$ cat src/rtl/easy_fifo_stream_adapter_if.sv
// easy_fifo_stream_adapter_if: FIFO read port plus valid/ready stream seen by the adapter
interface easy_fifo_stream_adapter_if #(
    parameter int DWIDTH       = 32,
    parameter int READ_LATENCY = 1
);
    localparam int CW = $clog2(READ_LATENCY + 2);
    logic              fifo_rd_en;
    logic [DWIDTH-1:0] fifo_rd_data;
    logic              fifo_rd_empty;
    logic [DWIDTH-1:0] m_data;
    logic              m_valid;
    logic              m_ready;
    logic [CW-1:0]     buf_count;
    modport master (
        output fifo_rd_en, m_data, m_valid, buf_count,
        input  fifo_rd_data, fifo_rd_empty, m_ready
    );
    modport slave (
        input  fifo_rd_en, m_data, m_valid, buf_count,
        output fifo_rd_data, fifo_rd_empty, m_ready
    );
endinterface

$ cat src/rtl/easy_fifo_stream_adapter.sv
// easy_fifo_stream_adapter: turns a fixed-latency FIFO read port into a bubble-free valid/ready stream
module easy_fifo_stream_adapter #(
    parameter int DWIDTH       = 32,
    parameter int READ_LATENCY = 1
) (
    input logic                          clk,
    input logic                          rst,
    easy_fifo_stream_adapter_if.master   bus
);
    localparam int D  = READ_LATENCY + 1;
    localparam int CW = $clog2(D + 1);
    localparam int PW = $clog2(D);

    logic [DWIDTH-1:0]       r_buf [D];
    logic [PW-1:0]           r_wr_ptr;
    logic [PW-1:0]           r_rd_ptr;
    logic [CW-1:0]           r_occ;
    logic [CW-1:0]           r_inflight;
    logic [READ_LATENCY-1:0] r_issue_sr;
    logic                    w_pop;
    logic                    w_arrive;
    logic                    w_rd_en;

    assign w_pop    = (r_occ != '0) & bus.m_ready;
    assign w_arrive = r_issue_sr[READ_LATENCY-1];
    // Counting the word leaving this cycle lets a read issue every clock while streaming
    assign w_rd_en  = !rst & !bus.fifo_rd_empty & ((r_occ + r_inflight - CW'(w_pop)) < CW'(D));

    assign bus.fifo_rd_en = w_rd_en;
    assign bus.m_valid    = r_occ != '0;
    assign bus.m_data     = r_buf[r_rd_ptr];
    assign bus.buf_count  = r_occ;

    always_ff @(posedge clk or posedge rst) begin
        if (rst) begin
            for (int i = 0; i < D; i++) r_buf[i] <= '0;
            r_wr_ptr   <= '0;
            r_rd_ptr   <= '0;
            r_occ      <= '0;
            r_inflight <= '0;
            r_issue_sr <= '0;
        end else begin
            r_issue_sr <= (r_issue_sr << 1) | READ_LATENCY'(w_rd_en);
            r_occ      <= r_occ + CW'(w_arrive) - CW'(w_pop);
            r_inflight <= r_inflight + CW'(w_rd_en) - CW'(w_arrive);
            if (w_arrive) begin
                r_buf[r_wr_ptr] <= bus.fifo_rd_data;
                r_wr_ptr        <= (r_wr_ptr == PW'(D - 1)) ? '0 : r_wr_ptr + 1'b1;
            end
            if (w_pop) r_rd_ptr <= (r_rd_ptr == PW'(D - 1)) ? '0 : r_rd_ptr + 1'b1;
        end
    end

    a_no_overflow: assert property (@(posedge clk) disable iff (rst) (int'(r_occ) + int'(r_inflight)) <= D);
endmodule

$ cat src/flat_wrapper.sv
// flat-port wrapper written by rule: the top's interface ports become plain ports
module easy_fifo_stream_adapter_flat 
#(
    parameter int DWIDTH       = 32,
    parameter int READ_LATENCY = 1
)
  (clk, rst, bus_fifo_rd_en, bus_m_data, bus_m_valid, bus_buf_count, bus_fifo_rd_data, bus_fifo_rd_empty, bus_m_ready);
  easy_fifo_stream_adapter_if #(.DWIDTH(DWIDTH), .READ_LATENCY(READ_LATENCY)) bus_i ();
  input logic clk;
  input logic rst;
  output wire logic [$bits(bus_i.fifo_rd_en)-1:0] bus_fifo_rd_en;
  output wire logic [$bits(bus_i.m_data)-1:0] bus_m_data;
  output wire logic [$bits(bus_i.m_valid)-1:0] bus_m_valid;
  output wire logic [$bits(bus_i.buf_count)-1:0] bus_buf_count;
  input wire logic [$bits(bus_i.fifo_rd_data)-1:0] bus_fifo_rd_data;
  input wire logic [$bits(bus_i.fifo_rd_empty)-1:0] bus_fifo_rd_empty;
  input wire logic [$bits(bus_i.m_ready)-1:0] bus_m_ready;
  assign bus_fifo_rd_en = bus_i.fifo_rd_en;
  assign bus_m_data = bus_i.m_data;
  assign bus_m_valid = bus_i.m_valid;
  assign bus_buf_count = bus_i.buf_count;
  assign bus_i.fifo_rd_data = bus_fifo_rd_data;
  assign bus_i.fifo_rd_empty = bus_fifo_rd_empty;
  assign bus_i.m_ready = bus_m_ready;
  easy_fifo_stream_adapter #(.DWIDTH(DWIDTH), .READ_LATENCY(READ_LATENCY)) u_core (.clk(clk), .rst(rst), .bus(bus_i));
endmodule
$ cat config.mk
export PLATFORM = sky130hd
export DESIGN_NAME = easy_fifo_stream_adapter_flat
export DESIGN_NICKNAME = d
export VERILOG_FILES = /design/src/rtl/easy_fifo_stream_adapter_if.sv /design/src/rtl/easy_fifo_stream_adapter.sv /design/src/flat_wrapper.sv
export SDC_FILE = /design/constraint.sdc
export NUM_CORES = 1
export LEC_CHECK = 0
export CELL_PAD_IN_SITES_DETAIL_PLACEMENT = 1
export CELL_PAD_IN_SITES_GLOBAL_PLACEMENT = 2
export CORE_ASPECT_RATIO = 1.4
export CORE_UTILIZATION = 31
export CTS_CLUSTER_SIZE = 30
export DETAILED_ROUTE_END_ITERATION = 10
export MAX_ROUTING_LAYER = met4
export PLACE_DENSITY = 0.8
export SKIP_LAST_GASP = 1
export SLEW_MARGIN = 10
export SYNTH_ARGS = -nofsm -noshare
export SYNTH_HDL_FRONTEND = slang
export SYNTH_SLANG_ARGS = --single-unit
export TNS_END_PERCENT = 50
$ cat constraint.sdc
create_clock -name clk -period 2.6 [get_ports clk]
set_input_delay 0.26 -clock clk [delete_from_list [all_inputs] [get_ports clk]]
set_output_delay 0.26 -clock clk [all_outputs]
set_load 0.02 [all_outputs]
After elaboration in Yosys (flattened, before gate mapping)
Cells that the tools add are included.
- div/mod/pow operators: 0
- eq/ne operators: 0
- shift operators: 0
- reduce and logical (&&, ||, !) cells: 4
- order comparisons: 4
- muxes and demuxes: 8
- $add $sub $neg: 8
- multipliers: 0
- bitwise gates (word level): 5
- operator list (cell ; count):
    2-to-1 mux 32 bit ; 4
    bitwise mux 64 bit ; 1
    demux 32 bit (select 1 bit) ; 1
    subtractor 2 x 1 -> 2 bit ; 3
    adder 2 x 1 -> 2 bit ; 2
    greater-or-equal comparator 2 bit (second input constant) ; 2
    inverter 1 -> 2 bit ; 2
    bitwise AND 1 bit ; 3
    adder 1 bit (second input constant) ; 2
    adder 2 bit ; 1
    zero test 1 bit ; 2
    < comparator 2 x 1 -> 1 bit (second input constant) ; 1
    < comparator 2 bit (second input constant) ; 1
    2-to-1 mux 1 bit ; 2
    nonzero test 2 bit ; 1
    logical AND 1 bit ; 1
- bits in read-only memories: 0
- memories: 0
- logic and storage cells: 36
- output and inout bits: 36
- bits in latches: 0
- register bits: 71
- input bits: 36
- RAM bits: 0

Depth between registers and ports, before layout
- depth in word-level cells: 7
- depth in mapped cells: 11
- depth with buffers taken out: 11

Worst setup path after synthesis
Ideal clock, no wire load.
- path type: register to register
- from: register u_core.r_occ[0] (netlist: u_core.bus.buf_count[0])
- to: register u_core.r_inflight[1]
- data required time: 2.477 ns
- data arrival time: 2.678 ns
- library setup time: 0.123 ns
- period minus slack after synthesis: 2.800 ns
- cell stages (with the launch flop): 12
- path buffers: 0
- setup slack: -0.200 ns
- cell sequence: dfrtp_1 -> or2_2 -> and2_1 -> ha_1 -> nor2b_1 -> xnor2_1 -> mux2_2 -> ha_1 -> inv_1 -> ha_1 -> xnor2_1 -> xnor2_1
- word-level cells in the longest chain between the ends: 7
- elaborated cells between the ends (all ways): 8
- classes of those cells: 4 x add/sub; 1 x order compare; 2 x bitwise; 1 x reduce/logical
- RTL lines (what ; line ; RTL):
    start: declaration ; easy_fifo_stream_adapter.sv:17 ; logic [CW-1:0] r_occ;
    start signal: assignment ; easy_fifo_stream_adapter.sv:44 ; r_occ <= r_occ + CW'(w_arrive) - CW'(w_pop);
    nonzero test 2 bit ; n/a ;
    named net bus_m_valid ; flat_wrapper.sv:13 ; output wire logic [$bits(bus_i.m_valid)-1:0] bus_m_valid;
    bitwise AND 1 bit ; easy_fifo_stream_adapter.sv:24 ; assign w_pop = (r_occ != '0) & bus.m_ready;
    named net u_core.w_pop ; easy_fifo_stream_adapter.sv:20 ; logic w_pop;
    subtractor 2 x 1 -> 2 bit ; easy_fifo_stream_adapter.sv:27 ; assign w_rd_en = !rst & !bus.fifo_rd_empty & ((r_occ + r_inflight - CW'(w_pop)) < CW'(D));
    < comparator 2 bit ; easy_fifo_stream_adapter.sv:27 ;
    bitwise AND 1 bit ; easy_fifo_stream_adapter.sv:27 ;
    adder 2 x 1 -> 2 bit ; easy_fifo_stream_adapter.sv:45 ; r_inflight <= r_inflight + CW'(w_rd_en) - CW'(w_arrive);
    subtractor 2 x 1 -> 2 bit ; easy_fifo_stream_adapter.sv:45 ;
    end signal: assignment ; easy_fifo_stream_adapter.sv:45 ;
    end: declaration ; easy_fifo_stream_adapter.sv:18 ; logic [CW-1:0] r_inflight;
The timed path passes the listed nets, and every way through them passes these cells.
A chain may end at the register's enable or synchronous reset.

Final worst setup path
- from: register u_core.r_occ[1] (netlist: u_core.bus.buf_count[1])
- to: register u_core.r_inflight[1]
- word-level cells in the longest chain between the ends: 7
- elaborated cells between the ends (all ways): 8
- classes of those cells: 4 x add/sub; 1 x order compare; 2 x bitwise; 1 x reduce/logical
- RTL lines (what ; line):
    nonzero test 2 bit ; easy_fifo_stream_adapter.sv:24
    bitwise AND 1 bit ; easy_fifo_stream_adapter.sv:24
    named net u_core.w_pop ; easy_fifo_stream_adapter.sv:20
    subtractor 2 x 1 -> 2 bit ; easy_fifo_stream_adapter.sv:27
    < comparator 2 bit ; easy_fifo_stream_adapter.sv:27
    bitwise AND 1 bit ; easy_fifo_stream_adapter.sv:27
    adder 2 x 1 -> 2 bit ; easy_fifo_stream_adapter.sv:45
    subtractor 2 x 1 -> 2 bit ; easy_fifo_stream_adapter.sv:45
The timed path passes the listed nets, and every way through them passes these cells.

==> results.txt <==
The type of the worst setup path is register to register. The netlist uses 17 different library cells. The most critical setup path has its endpoint at u_core.r_inflight[1]. Across the VDD grid, the largest voltage drop is 0.000503 V.

The post-detailed-route count of antenna-violating nets is 0. The number of iterations in the first detailed-routing pass came out at 2. The count of synthesis-stage warnings from yosys came out at 0. The number of enable-type register cells in the synthesized netlist is 0. Walking the worst path, the cells encountered are or2_4 -> and2_4 -> ha_4 -> nor2b_4 -> xnor2_2 -> mux2_4 -> ha_4 -> inv_2 -> ha_4 -> xnor2_2 -> xnor2_1. The share of cell area taken by muxes after synthesis came out at 36.0%. The setup violation total in the final timing report is 0.

The synthesized netlist occupies a cell area of 3170 sq um. Registers are responsible for 30.9% of the overall power. The required arrival time at the worst endpoint is 2.81 ns.

The leading register cell type out of synthesis is sky130_fd_sc_hd__dfrtp_1. The normalized max-slew margin is 62.6%. The clock network power share is 17.1%. The gate count after technology mapping came out at 203.

The clock-pin slew on the worst setup and hold paths came out at 0.05 ns. The number of remaining DRC errors came out at 0. The layout overhead on the synthesized area is 38.3%. Counting instances in the post-synthesis netlist gives the leading cell types as 87 x sky130_fd_sc_hd__mux2_2, 71 x sky130_fd_sc_hd__dfrtp_1, 10 x sky130_fd_sc_hd__mux2_4.

By area, the combinational part of the netlist is dominated by multiplexers. The root buffer cell chosen for the clock tree is sky130_fd_sc_hd__clkbuf_16. The total setup buffers inserted after CTS is 0. The final wirelength is 6330 um.

The final-layout setup total negative slack is 0 ns. The die is 87.5 um wide. By instance count, the leading cell after synthesis is sky130_fd_sc_hd__mux2_2. The I/O pin count is 72. The total power divided by cell area came out at 1470 nW/um^2. The total inserted antenna cells is 0.

Among all stages on the critical path, the largest delay is contributed by sky130_fd_sc_hd__dfrtp_2. The share of layout cells above drive strength 1 is 46.2%. Measured in cells, the most critical reg-to-reg path has a length of 11. The die boundary height came out at 122 um. The count of maximum capacitance violations is 0.

The final hold violation count came out at 0. The global route total overflow came out at 0. The number of buffer and inverter stages on the critical path is 1. The cell depth of the worst setup path came out at 11. The part of the cycle the worst path needs came out at 96.9%.

The maximum number of pins on one net before global-route repair came out at 45. The share of flip-flops with an asynchronous set or reset came out at 100%. At the pin with the least slew margin, the transition time is 0.561 ns.

STA classifies the critical path endpoint as a register. The compound-cell area share of the yosys netlist is 0%. The area of the core region came out at 9900 sq um.

The worst hold path belongs to the class input pin to asynchronous set/reset pin. The TritonCTS buffer count is 9. The fraction of power spent switching nets came out at 32.7%. The worst reg2reg path endpoint is u_core.r_inflight[1].

The combined area of the multi-input logic cells came out at 1380 sq um. The placed instances occupy a cell area of 4090 sq um. TritonCTS built the clock tree. The worst setup path is launched from a register. The smallest clock period supported by the final layout is computed as 2.52 ns. The number of fill cells came out at 1033. The average detailed-routed wire length per instance came out at 15.0 um.

The HPWL after detailed placement is 4340 um. In this run the worst path has a maximum fanout of 3. The power share of the combinational group came out at 52.0%.

The effective utilization at floorplan is 32.0%. In this design, the largest share of critical-path delay is due to adder cells. Setup repair after global routing left no endpoint under its margin. The largest total area in the synthesized netlist belongs to sky130_fd_sc_hd__dfrtp_1. For this design the static power due to leakage is 1.83 nW.

The number of nets handed over by synthesis was 243. The share of Yosys cell area claimed by the top area cell type came out at 56.1%. In the final design database the tool counted 322 nets. The initial antenna violation count is 0. The global-route usage over all layers came out at 14.1%. The upper clock frequency limit came out at 0.397 GHz.

The total vias in the final route came out at 1887. The floorplan step defined a die boundary enclosing 10600 sq um. The weighted congestion at the end of routability-driven global placement is 0.658. The first global-routing pass estimated 10800 um of wire. The flow ran to the end, and the final reports show no timing, DRC or antenna violations. The initial detailed-routing violation count is 30. After Yosys synthesis, full adders, half adders and majority gates account for 1.58% of the synthesized area. The number of levels in the clock H-tree is 3. The number of pins with negative max-slew slack in the final report is 0. Buffers placed on the I/O ports in this run total 71.

The startpoint identified for the worst register-to-register timing path is u_core.bus.buf_count[1]. The share of the synthesized netlist area taken by xor and xnor gates is 1.93%. The clock skew came out at 0.00617 ns. Sorting the synthesized cells by area gives the leading types as sky130_fd_sc_hd__dfrtp_1 56%, sky130_fd_sc_hd__mux2_2 31%, sky130_fd_sc_hd__mux2_4 4.7%. The most frequent cell on the critical path is sky130_fd_sc_hd__ha_4. Once layout is done, the placed cells without fillers occupy 4380 sq um. The via count of the first global-routing pass is 2148. The sink count of the clock tree came out at 71.

The fraction of the yosys area taken by sequential cells came out at 56.1%. For the worst-skew pair, the clock arrives at the later sink with an insertion delay of 0.32 ns. On the worst path, the slowest cell contributes a delay of 0.43 ns.

The average cell area after synthesis is 15.6 sq um. The synthesized design contains 71 register bits. The average vias per placed instance came out at 4.48. The setup slack of the worst register-to-register path came out at 0.08 ns. The simple-gate share of the synthesized area is 1.34%. The net switching power is 0.00211 W. The maximum buffer depth of the clock tree is 2. The worst hold slack is 0.355 ns.

The worst path arrival time is 2.73 ns. The cell internal power dissipation is 0.00433 W. Tracing the worst setup path back leads to its startpoint at u_core.bus.buf_count[1]. The site row count is 43. The register area came out at 1780 sq um.
power groups by stage:
stage,Sequential (W),Combinational [W],Clock (W)
after floorplan,0.00193,0.00225,0
after global placement,0.00197,0.00330,0
after detailed placement,0.00201,0.00335,0
after CTS,0.00199,0.00337,0.00114
after global routing,0.00208,0.00360,0.00119
final,0.00199,0.00335,0.00110
cell usage in the layout, fill, tap and decap left out, types with 2 or more instances in the layout:
master and n:
sky130_fd_sc_hd__dfrtp_1 69, sky130_fd_sc_hd__dfrtp_2 2, sky130_fd_sc_hd__buf_4 8, sky130_fd_sc_hd__clkbuf_16 9, sky130_fd_sc_hd__clkdlybuf4s50_1 70, sky130_fd_sc_hd__mux2_4 11
sky130_fd_sc_hd__nand2_1 2, sky130_fd_sc_hd__xor2_1 2, sky130_fd_sc_hd__mux2_2 86, sky130_fd_sc_hd__inv_1 2, sky130_fd_sc_hd__ha_4 3, sky130_fd_sc_hd__nor2b_4 2
sky130_fd_sc_hd__clkbuf_1 3, sky130_fd_sc_hd__xnor2_2 3, sky130_fd_sc_hd__clkbuf_8 2, sky130_fd_sc_hd__inv_2 2, sky130_fd_sc_hd__xnor2_1 2
registers in the layout, indices dropped and copies added, names as in the netlist:
signal	count
u_core.r_buf	64
u_core.r_wr_ptr	1
u_core.r_issue_sr	1
u_core.r_inflight	2
u_core.bus.buf_count	2
u_core.r_rd_ptr	1
through the flow:
| stage | worst slack, ns | total power [W] | instances | utilization (%) |
|---|---|---|---|---|
| 3_5_place_dp | 0.0206 | 0.00536 | 406 | 41.3 |
| 3_3_place_gp | 0.0322 | 0.00527 | 406 | 41.3 |
| 4_1_cts | 0.0107 | 0.00651 | 421 | 44.0 |
| 6_report | 0.0805 | 0.00644 | 421 | 44.3 |
| 5_1_grt | 0.000589 | 0.00687 | 421 | 44.3 |
| 2_1_floorplan | 0.0137 | 0.00418 | 203 | - |
layer usage:
metal	vias to the layer above	GRT usage [%]	routed length (um)
met5	-	-	0
met4	0	7.38	159
met3	13	3.39	227
met2	43	22.4	3280
met1	968	16.5	2660
li1	863	-	-
area by class of cell:
| cell class | instances | share of cell area, % |
|---|---|---|
| timing repair buffer | 79 | 17.6 |
| multi-input combinational | 117 | 31.4 |
| clock buffer | 14 | 6.03 |
| sequential | 71 | 40.6 |
| clock inverter | 1 | 0.114 |
| tap | 135 | 3.85 |
| inverter | 4 | 0.343 |
tightest hold or removal path: stages:
cell                              delay (ns)
sky130_fd_sc_hd__clkdlybuf4s50_1        0.43
sky130_fd_sc_hd__inv_2                  0.07
sky130_fd_sc_hd__buf_4                  0.32
worst min-delay path by stage:
stage                                    start                 endpoint  slack, ns  cells after the start
after floorplan           bus_fifo_rd_data[20]         u_core.r_buf[52]       0.41                      1
after global placement        u_core.r_buf[22]         u_core.r_buf[22]       0.48                      1
after detailed placement  u_core.r_inflight[1]     u_core.r_inflight[1]       0.48                      1
after CTS                                  rst  u_core.bus.buf_count[0]       0.36                      3
after global routing                       rst  u_core.bus.buf_count[1]       0.41                      3
final                                      rst  u_core.bus.buf_count[1]       0.35                      3
cell families (layout without fill, tap and decap cells):
family                   Yosys count  in the layout
buffers and inverters             15             98
multiplexers                      98             98
AND/OR/NAND/NOR                    8              8
XOR/XNOR                           7              7
adder cells (fa/ha/maj)            4              4
flip-flops                        71             71
repair_timing:
action                     in CTS  in global routing
gates resized for setup         3                  4
pin swaps                       0                  1
hold buffers                    0                  0
setup endpoints to repair       1                  2
Power figures use the tool's default switching activity.
